<file path="config.mk">
export PLATFORM = sky130hd
export DESIGN_NAME = div_unit
export DESIGN_NICKNAME = d
export VERILOG_FILES = /design/src/rtl/div_unit.sv
export SDC_FILE = /design/constraint.sdc
export NUM_CORES = 1
export LEC_CHECK = 0
export ABC_AREA = 1
export CAP_MARGIN = 40
export CORE_UTILIZATION = 56
export CTS_BUF_LIST = sky130_fd_sc_hd__clkbuf_4 sky130_fd_sc_hd__clkbuf_8
export DETAILED_ROUTE_END_ITERATION = 8
export MAX_ROUTING_LAYER = met4
export PLACE_DENSITY = 0.8
export SYNTH_ARGS = -nofsm -noshare
export SYNTH_HDL_FRONTEND = slang
export SYNTH_SLANG_ARGS = --single-unit
</file>
<file path="constraint.sdc">
create_clock -name clk -period 2.5 [get_ports clk]
set_input_delay 0.5 -clock clk [delete_from_list [all_inputs] [get_ports clk]]
set_output_delay 0.5 -clock clk [all_outputs]
set_load 0.005 [all_outputs]
</file>
<file path="src/rtl/div_unit.sv">
// Sequential RV32M divider (DIV/DIVU/REM/REMU): radix-2 restoring core on magnitudes plus a sign-fix cycle.
// Optional build macro DIV_EARLY_OUT_EN adds a one-cycle path for |A| < |B|.
module div_unit #(
    parameter int n = 32
) (
    input  logic         clk,
    input  logic         rst,
    input  logic         start,
    input  logic [1:0]   op,
    input  logic [n-1:0] A,
    input  logic [n-1:0] B,
    output logic         busy,
    output logic         done,
    output logic [n-1:0] result
);

    localparam int CW = $clog2(n);
    localparam logic [CW-1:0] LAST_ITER = CW'(n - 1);

    typedef enum logic [1:0] {IDLE, CALC, FIX} state_t;

    state_t        state_reg;
    logic [CW-1:0] cnt_reg;
    logic [n:0]    rem_reg;
    logic [n-1:0]  quo_reg;
    logic [n-1:0]  dvs_reg;
    logic          sign_q_reg;
    logic          sign_r_reg;
    logic          rem_sel_reg;

    logic          is_signed;
    logic          a_neg;
    logic          b_neg;
    logic [n-1:0]  a_mag;
    logic [n-1:0]  b_mag;
    logic          div_zero;
    logic          overflow;
    logic          early;
    logic          fast;
    logic [n-1:0]  fast_res;
    logic [n:0]    rem_sh;
    logic [n:0]    trial;
    logic [n-1:0]  q_fix;
    logic [n-1:0]  r_fix;

    assign is_signed = ~op[0];
    assign a_neg     = is_signed & A[n-1];
    assign b_neg     = is_signed & B[n-1];
    assign a_mag     = a_neg ? -A : A;
    assign b_mag     = b_neg ? -B : B;
    assign div_zero  = (B == '0);
    assign overflow  = is_signed & (A == {1'b1, {(n-1){1'b0}}}) & (B == '1);

`ifdef DIV_EARLY_OUT_EN
    assign early = ~div_zero & (a_mag < b_mag);
`else
    assign early = 1'b0;
`endif

    assign fast = div_zero | overflow | early;

    // Remainder results on every fast path equal the raw dividend except overflow REM (0).
    always_comb begin
        fast_res = '0;
        if (div_zero)
            fast_res = op[1] ? A : '1;
        else if (overflow)
            fast_res = op[1] ? '0 : A;
        else if (early)
            fast_res = op[1] ? A : '0;
    end

    // R stays below the divisor, so the shifted value fits n+1 bits and trial[n] is the borrow.
    assign rem_sh = {rem_reg[n-1:0], quo_reg[n-1]};
    assign trial  = rem_sh - {1'b0, dvs_reg};
    assign q_fix  = sign_q_reg ? -quo_reg : quo_reg;
    assign r_fix  = sign_r_reg ? -rem_reg[n-1:0] : rem_reg[n-1:0];

    always_ff @(posedge clk) begin
        if (!rst) begin
            state_reg   <= IDLE;
            cnt_reg     <= '0;
            rem_reg     <= '0;
            quo_reg     <= '0;
            dvs_reg     <= '0;
            sign_q_reg  <= 1'b0;
            sign_r_reg  <= 1'b0;
            rem_sel_reg <= 1'b0;
            busy        <= 1'b0;
            done        <= 1'b0;
            result      <= '0;
        end else begin
            done <= 1'b0;
            unique case (state_reg)
                IDLE: begin
                    if (start) begin
                        if (fast) begin
                            result <= fast_res;
                            done   <= 1'b1;
                        end else begin
                            rem_sel_reg <= op[1];
                            sign_q_reg  <= a_neg ^ b_neg;
                            sign_r_reg  <= a_neg;
                            rem_reg     <= '0;
                            quo_reg     <= a_mag;
                            dvs_reg     <= b_mag;
                            cnt_reg     <= '0;
                            busy        <= 1'b1;
                            state_reg   <= CALC;
                        end
                    end
                end
                CALC: begin
                    if (!trial[n]) begin
                        rem_reg <= trial;
                        quo_reg <= {quo_reg[n-2:0], 1'b1};
                    end else begin
                        rem_reg <= rem_sh;
                        quo_reg <= {quo_reg[n-2:0], 1'b0};
                    end
                    cnt_reg <= cnt_reg + 1'b1;
                    if (cnt_reg == LAST_ITER)
                        state_reg <= FIX;
                end
                FIX: begin
                    result    <= rem_sel_reg ? r_fix : q_fix;
                    done      <= 1'b1;
                    busy      <= 1'b0;
                    state_reg <= IDLE;
                end
                default: state_reg <= IDLE;
            endcase
        end
    end

endmodule

</file>
# --- Word-level counts from Yosys, hierarchy flattened ---
# Cells that the tools add are included.
word_totals:
  regBits: 140
  out_inout_bits: 34
  wordCells: 76
op_classes:
  addsub: 6
  n_eq_ne: 9
  mux: 33
  bitwise_logic: 8
  reduce_logical: 9
ops:
  columns: ["cell", "n"]
  rows:
  - ["$mux 32", 16]
  - ["$pmux 32 s2", 3]
  - ["$neg 32->32", 4]
  - ["$eq 32x32->1 const B", 2]
  - ["$sub 33x32->33", 1]
  - ["$logic_not 32->1", 1]
  - ["$reduce_and 3->1", 5]
  - ["$mux 5", 2]
  - ["$pmux 5 s2", 1]
  - ["$ne 2x2->1 const B", 4]
  - ["$mux 2", 3]
  - ["$add 5x1->5 const B", 1]
  - ["$eq 5x5->1 const B", 1]
  - ["$mux 1", 5]
  - ["$and 1x1->1", 4]
  - ["$pmux 1 s2", 2]
  - ["$pmux 2 s2", 1]
  - ["$reduce_bool 2->1", 2]
  - ["$eq 2x1->1 const B", 1]
  - ["$eq 2x2->1 const B", 1]
  - ["$logic_not 2->1", 1]
  - ["$not 1->1", 2]
  - ["$or 1x1->1", 1]
  - ["$xor 1x1->1", 1]

# --- Depth between registers and ports, before layout ---
depth:
  word_depth: 8
  mapped_depth: 18
  mapped_depth_nobuf: 17

# --- Worst setup path after synthesis ---
# No wires, ideal clock.
synth_path:
  kind: "reg-to-reg"
  start: "register quo_reg[31]"
  end: "register rem_reg[5]"
  t_arrival_ps: 2198
  required_time_ps: 2368
  slack_ps: 170
  stages_incl_launch_ff: 19
  path_cell_list: "dfxtp_1 > inv_1 > ha_1 > fa_1 > inv_1 > nand2_1 > nand2_1 > nand3_1 > nand2_1 > nand2_1 > nand2_1 > nand2_1 > nand2_1 > nand2_2 > nand2_1 > buf_4 > nand2_1 > nand3_1 > a21oi_1"
synth_via:
  elab_chain_cells: 3
synth_rtl:
  columns: ["element", "line", "source"]
  rows:
  - ["start, declared", "25", "logic [n-1:0] quo_reg;"]
  - ["start signal, assigned", "105", "quo_reg <= a_mag;"]
  - ["start signal, assigned", "116", "quo_reg <= {quo_reg[n-2:0], 1'b1};"]
  - ["start signal, assigned", "119", "quo_reg <= {quo_reg[n-2:0], 1'b0};"]
  - ["$sub 33x32->33", "75", "assign trial = rem_sh - {1'b0, dvs_reg};"]
  - ["$mux 32", "114", "if (!trial[n]) begin"]
  - ["$pmux 32 s2", "94", "unique case (state_reg)"]
  - ["end signal, assigned", "115", "rem_reg <= trial;"]
  - ["end signal, assigned", "118", "rem_reg <= rem_sh;"]
  - ["end, declared", "24", "logic [n:0] rem_reg;"]
# No other way between the ends.
# A chain may end at the register's enable or synchronous reset.

# --- Worst setup path after layout ---
layout_path:
  start: "register dvs_reg[0]"
  end: "register rem_reg[12]"
layout_via:
  elab_chain_cells: 3
layout_rtl:
  columns: ["element", "line", "source"]
  rows:
  - ["start, declared", "26", "logic [n-1:0] dvs_reg;"]
  - ["start signal, assigned", "106", "dvs_reg <= b_mag;"]
  - ["$sub 33x32->33", "75", null]
  - ["$mux 32", "114", null]
  - ["$pmux 32 s2", "94", null]
# No other way between the ends.

==> impl_metrics.toml <==
[critical_path]
cpMaxStageDelayCell = "dfxtp_1"
path_class = "flip-flop to flip-flop"
required_ps = 2840
slowest_delay_ps = 390
arrival_ps = 2760
rr_startpoint = "dvs_reg[0]$_SDFFE_PN0P_"
r2r_slack_ps = 70
cp-end-kind = "flip-flop"
path_cells = "ha_4, fa_2, inv_2, nand2_1, nand2_2, nand3_1, nand2_1, nand2_1, nand2_2, nand2_4, nand2_4, nand2_4, nand2_4, buf_6, nand2_1, nand3_1, a21oi_1"
rr_worst_depth = 17
start_kind = "flip-flop"
rr_endpoint = "rem_reg[12]$_SDFFE_PN0P_"
critical_path.max_fanout = 8

[clock_network]
cts_hold_buf = 0
cts_buffer_depth = 2
clock-root-buffer = "clkbuf_8"
h-tree-depth = 4
clock_latency_ps = 480
clock-sinks = 140
cts_tree = "done"
clkSlewWorstSetupHoldPaths_ps = 80
numCtsBuffers = 17

[grt]
grt.total_usage_pct = 42.48
grt_overflow = 0
antenna_found_initial = 0
met3_usage_pct = 8.714
grt_max_degree = 70
grt_pass1_wl_um = 77470
grtUsageMet1_pct = 57.43
grt_pass1_vias = 15082
use_met2_pct = 63.50
grt_busiest_layer = "met2"

[die]
rows = 55
initial_utilization_pct = 57.30
core_area_sq_um = 22780
die_y_um = 154.7
die_area_sq_um = 23920
die_width_um = 154.7
ios = 103

[synth]
synth-main-ff-cell = "dfxtp_1"
syn_inst = 2346
synth.yosys.warnings = 0
ys_seq_area_share_pct = 21.47
ys_ff_latch = 140
synth_area_leader_cell = "dfxtp_1"
avgSynthCellArea_sq_um = 5.564
syn-num-nets = 2455
synth.area.top_cells = "dfxtp_1 (21%), nand2_1 (18%), nand3_1 (12%), nor2_1 (8.8%), inv_1 (8.5%)"
ys_async_sr_fraction_pct = 0
ys_types = 44
synth_top_area_share_pct = 21.47
synth_edf_count = 0
syn_area_sq_um = 13050

[drt]
postRouteAntennaNets = 0
drt-initial-drc-count = 2457
dr.pass1.iters = 7
finalWirelength_um = 50440
post_drt_wl_per_cell_um = 17.09
route.detailed.drc = 0
routed_via_density = 5.735
via_count = 16923

[timing]
finClkSkew_ps = 26.87
period_share_pct = 97.15
hold_violations = 0
fmax_ghz = 0.4117
maxSlewHeadroom_pct = 54.43
finalSetupViolCount = 0
drv_slew = 0
worst_slew_pin_slew_ps = 682.7
setup_slack_ps = 71.20
period_needed_ps = 2429
setup_tns_ps = 0

[pwr]
irDropWorstVdd_mv = 0.4083
p_per_area_nw_per_um2 = 689.8
p_leak_nw = 8.164

[min_path]
worstHoldStart = "dvs_reg[4]$_SDFFE_PN0P_"
worstHoldPathCells = 2
whs_endpoint = "dvs_reg[4]$_SDFFE_PN0P_"
hold_path.class = "flip-flop to flip-flop"

[layout]
final_common_cell = "nand2_1"
syn2layout_area_growth_pct = 27.77
final-seq-area_sq_um = 2804
finalNonFillerCells = 2951
multiInputGateArea_sq_um = 8807
fin_nets = 2736
diodes = 0
final_cell_mix = "nand2_1 (633), nand3_1 (311), nor2_1 (302)"
final.fill_count = 2009
drive_gt1_share_pct = 12.77

[placement]
gp_congestion = 1.062
dp_hpwl_um = 39620
numPortBuffers = 102
place_ws_ps = -321.2
dp_cells = 2912

[job]
maxCapViolCount = 0

[status]
status = "complete, no violations"
-- worst max-delay path by stage --
stage	endpoint	cells past startpoint	start
floorplan	rem_reg[5]$_SDFFE_PN0P_	18	quo_reg[31]$_SDFFE_PN0P_
global placement	result[2]$_SDFFE_PN0P_	11	B[30]
detailed placement	result[29]$_SDFFE_PN0P_	15	A[0]
CTS	rem_reg[12]$_SDFFE_PN0P_	18	quo_reg[31]$_SDFFE_PN0P_
global route	rem_reg[31]$_SDFFE_PN0P_	16	quo_reg[31]$_SDFFE_PN0P_
finish	rem_reg[12]$_SDFFE_PN0P_	17	dvs_reg[0]$_SDFFE_PN0P_
-- worst max-delay path, delay by kind of cell, from the launching register on --
kind                       cells  cell delay, ps
and+or+nand+nor               12            1040
adders and majority gates      2             570
DFF                            1             390
buffers and inverters          2             210
AOI/OAI and AO/OA              1              70
-- timing repair --
action / CTS / global route
gates cloned: 2 / 2
resized for setup: 13 / 26
pin swaps: 2 / 5
endpoints found under the setup margin: 33 / 43
buffers inserted: 0 / 5
-- routing by layer --
metal  vias to the layer above  wire length [um]
li1                       8102                 -
met1                      7622             21140
met2                      1065             21510
met3                       134              6322
met4                         0              1464
met5                         -                 0
-- logic make-up (layout without fill, tap and decap cells) --
family | after synthesis | in the layout | synth area share [%]
flops | 140 | 140 | 21.47
fa+ha+maj | 40 | 40 | 3.892
xor+xnor | 65 | 65 | 4.362
compound gates | 345 | 345 | 14.00
simple gates | 1361 | 1361 | 44.34
buf+inv | 395 | 687 | 11.93
-- power by group --
part / switching (mW) / internal, mW / total [mW]
sequential: 0.234 / 2.47 / 2.70
clock: 1.01 / 1.19 / 2.20
combinational: 4.20 / 2.41 / 6.61
total: 5.44 / 6.07 / 11.5
-- Yosys cell counts, types with 4 or more instances --
cell,number
nand3_2,4
nor2_1,306
inv_1,295
inv_2,6
nand3_1,311
o211ai_1,14
xnor2_1,21
and2_1,8
buf_4,11
nor2_2,7
clkbuf_1,57
a21oi_1,176
dfxtp_1,140
buf_2,13
nand2_1,639
ha_1,39
o21ai_0,126
buf_1,7
xor2_1,44
o21bai_1,7
a21oi_2,6
nand3b_1,12
nand4_1,27
nor3_1,30
o21ai_1,4
-- metrics by stage --
step	hold WS [ps]	power [mW]	utilization, %	instance area [sq um]
after floorplan	430.1	6.821	-	13050
after global placement	450.6	8.724	70.21	15990
after detailed placement	456.2	8.852	70.21	15990
after CTS	468.8	11.14	72.40	16490
after global routing	495.7	12.28	73.22	16680
final	468.9	11.50	73.22	16680
-- final cells by class --
cell class | instances | area share (%)
Inverter | 303 | 6.820
Sequential cell | 140 | 16.81
Clock inverter | 13 | 1.298
Tap cell | 313 | 2.348
Multi-Input combinational cell | 1811 | 52.81
Clock buffer | 17 | 1.403
Timing Repair Buffer | 354 | 18.51
No activity file was read; power rests on OpenSTA's default activity.
